$ cat src/rtl/fifo_stream_reader_if.sv
// Control, FIFO read-port and output-stream signals of fifo_stream_reader.
// master = the reader itself, slave = its environment (FIFO, consumer, controller).
interface fifo_stream_reader_if #(
  parameter int DATA_WIDTH = 8,
  parameter int LEN_WIDTH  = 8
);
  logic                  start;
  logic [LEN_WIDTH-1:0]  len;
  logic                  busy;
  logic                  done;
  logic                  fifo_rd_en;
  logic [DATA_WIDTH-1:0] fifo_data;
  logic                  fifo_empty;
  logic                  m_valid;
  logic                  m_ready;
  logic [DATA_WIDTH-1:0] m_data;
  logic                  m_last;
  logic [LEN_WIDTH-1:0]  words_out;

  modport master (
    input  start, len, fifo_data, fifo_empty, m_ready,
    output busy, done, fifo_rd_en, m_valid, m_data, m_last, words_out
  );

  modport slave (
    output start, len, fifo_data, fifo_empty, m_ready,
    input  busy, done, fifo_rd_en, m_valid, m_data, m_last, words_out
  );
endinterface

$ cat src/rtl/fifo_stream_reader.sv
// Drains a programmed number of words from a synchronous FIFO onto a valid/ready
// stream, using a 2-entry buffer to hide the FIFO read latency and backpressure.
module fifo_stream_reader #(
  parameter int DATA_WIDTH = 8,
  parameter int LEN_WIDTH  = 8
) (
  input  logic                 clk,
  input  logic                 rst,
  fifo_stream_reader_if.master bus_io
);
  localparam logic [LEN_WIDTH-1:0] LEN_ONE  = LEN_WIDTH'(1);
  localparam logic [LEN_WIDTH-1:0] LEN_ZERO = '0;

  typedef enum logic [1:0] {
    ST_IDLE = 2'd0,
    ST_READ = 2'd1,
    ST_DONE = 2'd2
  } state_e;

  state_e                state_q, state_d;
  logic [LEN_WIDTH-1:0]  len_q, len_d;
  logic [LEN_WIDTH-1:0]  issued_q, issued_d;
  logic [LEN_WIDTH-1:0]  accepted_q, accepted_d;
  logic [LEN_WIDTH-1:0]  words_q, words_d;
  logic                  inflight_q, inflight_d;
  logic [1:0]            occ_q, occ_d;
  logic [DATA_WIDTH-1:0] buf0_q, buf0_d;
  logic [DATA_WIDTH-1:0] buf1_q, buf1_d;

  logic                  pop_s;
  logic                  last_s;
  logic                  rd_en_s;
  logic [2:0]            level_s;
  logic [1:0]            wr_pos_s;

  // Handshake decode and read-issue gating; level_s is the post-pop slot usage
  always_comb begin
    pop_s    = (occ_q != 2'd0) && bus_io.m_ready;
    last_s   = (occ_q != 2'd0) && (accepted_q == (len_q - LEN_ONE));
    level_s  = {1'b0, occ_q} + {2'b00, inflight_q} - {2'b00, pop_s};
    rd_en_s  = (state_q == ST_READ) && !bus_io.fifo_empty &&
               (issued_q < len_q) && (level_s < 3'd2);
    wr_pos_s = occ_q - {1'b0, pop_s};
  end

  // Output buffer: entry 0 is the head; the returning FIFO word lands behind what survives the pop
  always_comb begin
    buf0_d     = buf0_q;
    buf1_d     = buf1_q;
    inflight_d = rd_en_s;
    occ_d      = occ_q + {1'b0, inflight_q} - {1'b0, pop_s};
    if (pop_s) begin
      buf0_d = buf1_q;
    end else begin
      buf0_d = buf0_q;
    end
    if (inflight_q) begin
      case (wr_pos_s)
        2'd0:    buf0_d = bus_io.fifo_data;
        2'd1:    buf1_d = bus_io.fifo_data;
        default: buf1_d = buf1_q;
      endcase
    end else begin
      buf1_d = buf1_d;
    end
  end

  // Burst FSM and counters
  always_comb begin
    state_d    = state_q;
    len_d      = len_q;
    issued_d   = issued_q;
    accepted_d = accepted_q;
    words_d    = words_q;
    case (state_q)
      ST_IDLE: begin
        if (bus_io.start) begin
          words_d = LEN_ZERO;
          if (bus_io.len != LEN_ZERO) begin
            len_d      = bus_io.len;
            issued_d   = LEN_ZERO;
            accepted_d = LEN_ZERO;
            state_d    = ST_READ;
          end else begin
            state_d = ST_DONE;
          end
        end else begin
          state_d = ST_IDLE;
        end
      end
      ST_READ: begin
        if (rd_en_s) begin
          issued_d = issued_q + LEN_ONE;
        end else begin
          issued_d = issued_q;
        end
        if (pop_s) begin
          accepted_d = accepted_q + LEN_ONE;
          words_d    = words_q + LEN_ONE;
          if (last_s) begin
            state_d = ST_DONE;
          end else begin
            state_d = ST_READ;
          end
        end else begin
          state_d = ST_READ;
        end
      end
      ST_DONE: state_d = ST_IDLE;
      default: state_d = ST_IDLE;
    endcase
  end

  // State registers; reset also drops any word already requested from the FIFO
  always_ff @(posedge clk or posedge rst) begin
    if (rst) begin
      state_q    <= ST_IDLE;
      len_q      <= LEN_ZERO;
      issued_q   <= LEN_ZERO;
      accepted_q <= LEN_ZERO;
      words_q    <= LEN_ZERO;
      inflight_q <= 1'b0;
      occ_q      <= 2'd0;
      buf0_q     <= '0;
      buf1_q     <= '0;
    end else begin
      state_q    <= state_d;
      len_q      <= len_d;
      issued_q   <= issued_d;
      accepted_q <= accepted_d;
      words_q    <= words_d;
      inflight_q <= inflight_d;
      occ_q      <= occ_d;
      buf0_q     <= buf0_d;
      buf1_q     <= buf1_d;
    end
  end

  assign bus_io.busy       = (state_q == ST_READ);
  assign bus_io.done       = (state_q == ST_DONE);
  assign bus_io.fifo_rd_en = rd_en_s;
  assign bus_io.m_valid    = (occ_q != 2'd0);
  assign bus_io.m_data     = buf0_q;
  assign bus_io.m_last     = last_s;
  assign bus_io.words_out  = words_q;
endmodule

$ cat src/flat_wrapper.sv
// flat-port wrapper written by rule: the top's interface ports become plain ports
module fifo_stream_reader_flat 
#(
  parameter int DATA_WIDTH = 8,
  parameter int LEN_WIDTH  = 8
)
  (clk, rst, bus_io_start, bus_io_len, bus_io_fifo_data, bus_io_fifo_empty, bus_io_m_ready, bus_io_busy, bus_io_done, bus_io_fifo_rd_en, bus_io_m_valid, bus_io_m_data, bus_io_m_last, bus_io_words_out);
  fifo_stream_reader_if #(.DATA_WIDTH(DATA_WIDTH), .LEN_WIDTH(LEN_WIDTH)) bus_io_i ();
  input  logic clk;
  input  logic rst;
  input wire logic [$bits(bus_io_i.start)-1:0] bus_io_start;
  input wire logic [$bits(bus_io_i.len)-1:0] bus_io_len;
  input wire logic [$bits(bus_io_i.fifo_data)-1:0] bus_io_fifo_data;
  input wire logic [$bits(bus_io_i.fifo_empty)-1:0] bus_io_fifo_empty;
  input wire logic [$bits(bus_io_i.m_ready)-1:0] bus_io_m_ready;
  output wire logic [$bits(bus_io_i.busy)-1:0] bus_io_busy;
  output wire logic [$bits(bus_io_i.done)-1:0] bus_io_done;
  output wire logic [$bits(bus_io_i.fifo_rd_en)-1:0] bus_io_fifo_rd_en;
  output wire logic [$bits(bus_io_i.m_valid)-1:0] bus_io_m_valid;
  output wire logic [$bits(bus_io_i.m_data)-1:0] bus_io_m_data;
  output wire logic [$bits(bus_io_i.m_last)-1:0] bus_io_m_last;
  output wire logic [$bits(bus_io_i.words_out)-1:0] bus_io_words_out;
  assign bus_io_i.start = bus_io_start;
  assign bus_io_i.len = bus_io_len;
  assign bus_io_i.fifo_data = bus_io_fifo_data;
  assign bus_io_i.fifo_empty = bus_io_fifo_empty;
  assign bus_io_i.m_ready = bus_io_m_ready;
  assign bus_io_busy = bus_io_i.busy;
  assign bus_io_done = bus_io_i.done;
  assign bus_io_fifo_rd_en = bus_io_i.fifo_rd_en;
  assign bus_io_m_valid = bus_io_i.m_valid;
  assign bus_io_m_data = bus_io_i.m_data;
  assign bus_io_m_last = bus_io_i.m_last;
  assign bus_io_words_out = bus_io_i.words_out;
  fifo_stream_reader #(.DATA_WIDTH(DATA_WIDTH), .LEN_WIDTH(LEN_WIDTH)) u_core (.clk(clk), .rst(rst), .bus_io(bus_io_i));
endmodule
$ cat config.mk
export PLATFORM = sky130hd
export DESIGN_NAME = fifo_stream_reader_flat
export DESIGN_NICKNAME = d
export VERILOG_FILES = /design/src/rtl/fifo_stream_reader_if.sv /design/src/rtl/fifo_stream_reader.sv /design/src/flat_wrapper.sv
export SDC_FILE = /design/constraint.sdc
export NUM_CORES = 1
export LEC_CHECK = 0
export ABC_AREA = 1
export CORE_ASPECT_RATIO = 1.5
export CORE_MARGIN = 2
export CORE_UTILIZATION = 37
export DETAILED_ROUTE_END_ITERATION = 8
export GPL_ROUTABILITY_DRIVEN = 0
export SLEW_MARGIN = 10
export SYNTH_ARGS = -nofsm -noshare
export SYNTH_HDL_FRONTEND = slang
export SYNTH_SLANG_ARGS = --single-unit
$ cat constraint.sdc
create_clock -name clk -period 2.9 [get_ports clk]
set_clock_uncertainty 0.1 [all_clocks]
set_input_delay 0.58 -clock clk [delete_from_list [all_inputs] [get_ports clk]]
set_output_delay 0.58 -clock clk [all_outputs]
set_load 0.02 [all_outputs]
==> results of run 1 <==
-- what timing repair did --
action	CTS	global route
resized for setup	14	11
setup endpoints to repair	2	2
setup buffers	2	2
hold buffers	0	0
pin swaps	2	9
-- through the flow --
step,power (uW),hold slack (ns),TNS [ns],instances,cell area [sq um]
floorplan,2490,0.353,0,395,3120
global placement,3060,0.372,-1.08,548,3720
detailed placement,3120,0.396,-1.31,548,3720
CTS,3850,0.414,-0.0894,558,3910
global route,4240,0.422,-0.135,559,3960
finish,3880,0.407,-0.0278,559,3960
-- per-layer routing --
layer	vias to the layer above	routed length, um	share of wire	track usage
li1	1373	-	-	-
met5	-	0	0	0
met3	12	240	0.034	0.0325
met4	0	180	0.025	0.0690
met1	1264	3070	0.43	0.200
met2	51	3600	0.51	0.303
-- final cells by class --
cell class | instances | area (sq um) | area share
clock buffer | 5 | 125 | 0.0316
clock inverter | 3 | 26.3 | 0.00664
inverter | 54 | 205 | 0.0519
multi-input combinational | 283 | 1620 | 0.410
sequential | 53 | 1330 | 0.335
tap | 105 | 131 | 0.0332
timing repair buffer | 56 | 522 | 0.132
-- final timing paths --
path | startpoint | endpoint | depth (start not counted)
max | u_core.occ_q[0] | bus_io_fifo_rd_en | 11
min | u_core.buf1_q[7] | u_core.buf1_q[7] | 2
max reg2reg | u_core.occ_q[0] | u_core.issued_q[6] | 14
min reg2reg | u_core.buf1_q[7] | u_core.buf1_q[7] | 2
max in group asynchronous | rst | u_core.inflight_q | 3
min in group asynchronous | rst | u_core.bus_io.m_data[6] | 3
-- power by group through the flow --
| stage | clock (uW) | sequential (uW) | combinational (uW) |
|---|---|---|---|
| global placement | 0 | 1250 | 1810 |
| CTS | 638 | 1250 | 1960 |
| floorplan | 0 | 1310 | 1180 |
| global route | 666 | 1290 | 2280 |
| finish | 622 | 1250 | 2010 |
| detailed placement | 0 | 1260 | 1860 |
-- flip-flops by register name, summed over array words and instances (netlist names) --
register,cells
u_core.buf1_q,8
u_core.len_q,8
u_core.accepted_q,8
u_core.issued_q,8
u_core.inflight_q,1
u_core.occ_q,2
u_core.bus_io.words_out,8
u_core.bus_io.m_data,8
u_core.state_q,2
-- Yosys cell counts (all sizes together) --
master	instances	share of area
nand2	110	0.14
nor2	55	0.080
inv	54	0.065
dfrtp	53	0.43
nand3	27	0.045
o21ai	18	0.029
ha	14	0.056
a21oi	11	0.018
xor2	9	0.025
a31oi	8	0.016
mux2	7	0.025
xnor2	6	0.017
nand4	5	0.015
nor3	5	0.0081
buf	4	0.0081
and3	1	0.0020
clkbuf	1	0.0012
fa	1	0.0064
nand3b	1	0.0036
nor3b	1	0.0024
nor4	1	0.0020
o211ai	1	0.0024
o21a	1	0.0024
o31ai	1	0.0024
-- worst max-delay path, stage by stage, from the launching register on --
cell and delay [ns]:
dfrtp_1 0.41, nor2_4 0.14, nor2_4 0.06, ha_4 0.25, inv_2 0.04, ha_4 0.14, fa_2 0.34, xnor2_2 0.16
nor2_4 0.13, nand4_4 0.09, inv_4 0.07, buf_6 0.11
-- logic make-up after synthesis --
| family | after synthesis | synth area share |
|---|---|---|
| XOR/XNOR | 15 | 0.0423 |
| multiplexers | 7 | 0.0254 |
| buffers and inverters | 59 | 0.0745 |
| AO/OA/AOI/OAI | 40 | 0.0701 |
| adder cells (fa/ha/maj) | 15 | 0.0629 |
| flip-flops | 53 | 0.427 |
| AND/OR/NAND/NOR | 206 | 0.298 |
==> metrics.cfg, run 1 <==
[power]
p_clk_frac = 0.160
seqPwrFrac = 0.321
p_leak_uw = 0.00192
p_sw_frac = 0.428
peakVddDrop_mv = 0.328
powerDensity_nw_per_um2 = 981
intPower_uw = 2220
p_switching_uw = 1660
pwr-share-comb = 0.518

[placed_design]
portBuffers = 41
pre_cts_ws_ns = -0.816
dp_hpwl_mm = 5.43

[drt]
wl_mm = 7.09
drt_iter0_markers = 121
first_pass_iters = 4
num_vias = 2700
via_per_inst = 4.83
drc = 0
antenna_left = 0
wl_per_cell_um = 12.7

[synth]
synth_cell_type_count = 34
synth_area_per_cell_sq_um = 7.86
ys_warn_count = 0
ys_seq_area_frac = 0.427
syn_nets = 431
ys_seq_elements = 53
syn_inst = 395
synthesis.area_sq_um = 3110

[worst_setup_path]
r2r_slack_ns = 0.44
critPathLaunchType = flop
timing_worst_setup_path_type = flop to primary output
cp_max_fo = 2
crit_arrival_ns = 2.25
crit_required_ns = 2.22
endpoint_kind = primary output

[final_layout]
antenna_cells = 0
layout_commonest_cell = nand2_1
nFillCells = 792
post-route-util = 0.491
mostFrequentLayoutCells = nand2_1, dfrtp_1, inv_1, nor2_1, clkdlybuf4s50_1
areaGrowthSynthToFinish_pct = 27.4
drive_above_1_share = 0.139
nets = 489

[timing]
slew_viol_final = 0
setup_violations = 1
min_period_over_period = 1.01
finalHoldViolations = 0
rsz0062_at_grt = true
fin_crit_ns = 2.93
slew_headroom = 0.546
finalWorstSetupSlack_ns = -0.0278
max_slew.worst_pin.slew_ns = 0.681
fmax_ghz = 0.342

[clock_tree]
cts.path.max_buffers = 2
clk_latency_ns = 0.30
tritoncts = yes
cts_buffers = 5
cts_root_buf = clkbuf_16
cts_max_level = 2
clkSlewWorstSetupHoldPaths_ns = 0.07
clock-sinks = 53

[die]
initial_core_util = 0.385
ios = 42
coreArea_sq_um = 8060
die_area_sq_um = 9160
die_width_um = 78.8
rows = 40
die_y_um = 116

[hold_path]
min_path_type = flop to flop

[global_route]
grt_pass1_vias = 2532
grt_max_degree = 54
overflow = 0
antenna_found_initial = 0
grt_pass1_wl_mm = 12.1
gr-usage-all-layers = 0.170

[run_status]
violations = negative setup slack
status = finished with violations

[job]
maxCapViolations = 0

(Power assumes the default switching activity.)
==> run 2: changes to the inputs <==
--- a/config.mk
+++ b/config.mk
@@ -8,9 +8,10 @@
 export ABC_AREA = 1
 export CORE_ASPECT_RATIO = 1.5
 export CORE_MARGIN = 2
-export CORE_UTILIZATION = 37
+export CORE_UTILIZATION = 50
 export DETAILED_ROUTE_END_ITERATION = 8
 export GPL_ROUTABILITY_DRIVEN = 0
+export PLACE_DENSITY = 0.77
 export SLEW_MARGIN = 10
 export SYNTH_ARGS = -nofsm -noshare
 export SYNTH_HDL_FRONTEND = slang
==> run 2 against run 1 <==
The flow still finishes with violations (negative setup slack). Die area is 25% lower. Clock-buffer cell count is 1 higher. Sequential share of layout area is 1.1 points higher. Setup slack worse by 0.044 ns. Core utilization is 14 points higher. Critical path type unchanged. Critical endpoint unchanged.
==> metrics.cfg, run 2 (synthesis results as in run 1) <==
[worst_setup_path]
endpoint_kind = primary output
timing.critical_path.from = u_core.occ_q[0]
crit_arrival_ns = 2.29  ; +0.04 ns
critPathLaunchType = flop
timing_worst_setup_path_type = flop to primary output
timing.rr.start = u_core.occ_q[0]
cp_max_fo = 2  ; unchanged
crit_required_ns = 2.22  ; about the same

[placed_design]
portBuffers = 41  ; unchanged
pre_cts_ws_ns = -0.791  ; +0.0258 ns
dp_hpwl_mm = 5.12  ; -5.7%

[power]
p_sw_frac = 0.428  ; about the same
p_clk_frac = 0.141  ; -0.019
p_switching_uw = 1570  ; -5.2%
intPower_uw = 2100  ; -5.4%
p_leak_uw = 0.00190  ; -1.5%
powerDensity_nw_per_um2 = 961  ; -2.1%
finalPower_uw = 3680  ; -5.3%
peakVddDrop_mv = 0.437  ; +33%
seqPwrFrac = 0.338  ; +0.017
pwr-share-comb = 0.521  ; +0.003

[clock_tree]
cts_setup_buffers = 0  ; -2
clock-sinks = 53  ; unchanged
tritoncts = yes
clkSlewWorstSetupHoldPaths_ns = 0.10  ; +0.03 ns
cts_root_buf = clkbuf_8
cts_max_level = 2  ; unchanged
cts.path.max_buffers = 2  ; unchanged
cts_buffers = 5  ; unchanged
clk_latency_ns = 0.31  ; about the same

[final_layout]
layout_commonest_cell = nand2_1
antenna_cells = 0  ; unchanged
drive_above_1_share = 0.122  ; -0.0168
mostFrequentLayoutCells = nand2_1, dfrtp_1, nor2_1
nFillCells = 558  ; -30%
post-route-util = 0.629  ; +0.138
areaGrowthSynthToFinish_pct = 23.2
nets = 486  ; -0.61%

[timing]
fin_crit_ns = 2.97  ; +0.0443 ns
slew_headroom = 0.656  ; +0.110
max_slew.worst_pin.slew_ns = 0.515  ; -0.166 ns
slew_viol_final = 0  ; unchanged
setup_violations = 1  ; unchanged
finalWorstSetupSlack_ns = -0.0721  ; -0.0443 ns
min_period_over_period = 1.02  ; +0.0153
fmax_ghz = 0.336  ; -1.5%
rsz0062_at_grt = true
finalHoldViolations = 0  ; unchanged

[die]
rows = 35  ; -13%
die_width_um = 68.3  ; -13%
die_y_um = 101  ; -13%
coreArea_sq_um = 6090  ; -24%
ios = 42  ; unchanged
initial_core_util = 0.510  ; +0.125
die_area_sq_um = 6870  ; -25%

[drt]
via_per_inst = 5.06  ; +4.7%
wl_mm = 6.70  ; -5.6%
drt_iter0_markers = 134  ; +11%
wl_per_cell_um = 12.8  ; +0.54%
antenna_left = 0  ; unchanged
drc = 0  ; unchanged
num_vias = 2656  ; -1.6%
first_pass_iters = 6  ; +2

[hold_path]
min_path_type = flop to flop
hp-start = u_core.buf1_q[7]

[global_route]
antenna_found_initial = 0  ; unchanged
overflow = 0  ; unchanged
grt_max_degree = 25  ; -54%
grt_pass1_vias = 2614  ; +3.2%
gr-usage-all-layers = 0.222  ; +0.0523
grt_pass1_wl_mm = 11.6  ; -4.4%

[run_status]
status = finished with violations
violations = negative setup slack

[job]
maxCapViolations = 0  ; unchanged

## run 2: changes by cell type in the layout (fill, tap and decap cells not counted), moves of 2 or more
cell | previous run | this run
buf_4 | 16 | 12
clkbuf_16 | 5 | 0
clkbuf_8 | 0 | 5
clkinvlp_4 | 2 | 0
## run 2: layout make-up
cell class,instances,area (sq um),area share
Sequential cell,53,1330,0.347
Clock inverter,2,38.8,0.0101
Inverter,54,205,0.0536
Tap cell,74,92.6,0.0242
Clock buffer,6,72.6,0.0190
Multi-Input combinational cell,283,1600,0.417
Timing Repair Buffer,53,495,0.129
## run 2: what timing repair did
action                                  in CTS  in global routing
gates resized for setup                     10                  8
hold buffers                                 0                  0
pin swaps                                    2                  7
endpoints found under the setup margin       2                  2
gates cloned                                 0                  0
## run 2: power by group through the flow
| stage | Combinational, uW | Sequential, uW | Clock, uW |
|---|---|---|---|
| floorplan | 1180 | 1310 | 0 |
| global placement | 1780 | 1240 | 0 |
| detailed placement | 1850 | 1250 | 0 |
| CTS | 1880 | 1240 | 528 |
| global route | 2190 | 1290 | 552 |
| finish | 1920 | 1240 | 517 |
## run 2: routing by layer
layer	share of wire	GRT usage	vias to the layer above
met1	0.42	0.268	1222
met4	0.035	0.106	0
met2	0.51	0.373	57
met3	0.038	0.0391	14
met5	0	0	-
li1	-	-	1363
## run 2: critical path, cell delays in order, from the launching register on
cell and delay [ns]:
dfrtp_1 0.42, nor2_4 0.15, nor2_4 0.06, ha_4 0.25
inv_2 0.04, ha_4 0.15, fa_2 0.35, xnor2_2 0.16
nor2_4 0.12, nand4_4 0.09, inv_4 0.07, buf_6 0.11
## run 2: final timing paths
path,to,slack (ns),cells past startpoint
hold / removal,u_core.buf1_q[7],0.40,2
setup / recovery,bus_io_fifo_rd_en,-0.07,11
setup reg to reg,u_core.issued_q[7],0.51,13
max in group asynchronous,u_core.len_q[0],1.56,3
min in group asynchronous,u_core.bus_io.m_data[5],0.51,2
hold reg to reg,u_core.buf1_q[7],0.40,2
## run 2: stage by stage
stage | instances | instance area [sq um] | setup TNS, ns | hold slack, ns
2_1_floorplan | 395 | 3120 | 0 | 0.353
3_3_place_gp | 517 | 3680 | -0.848 | 0.374
3_5_place_dp | 517 | 3680 | -1.05 | 0.379
4_1_cts | 525 | 3790 | -0.126 | 0.403
5_1_grt | 525 | 3830 | -0.168 | 0.436
6_report | 525 | 3830 | -0.0721 | 0.397
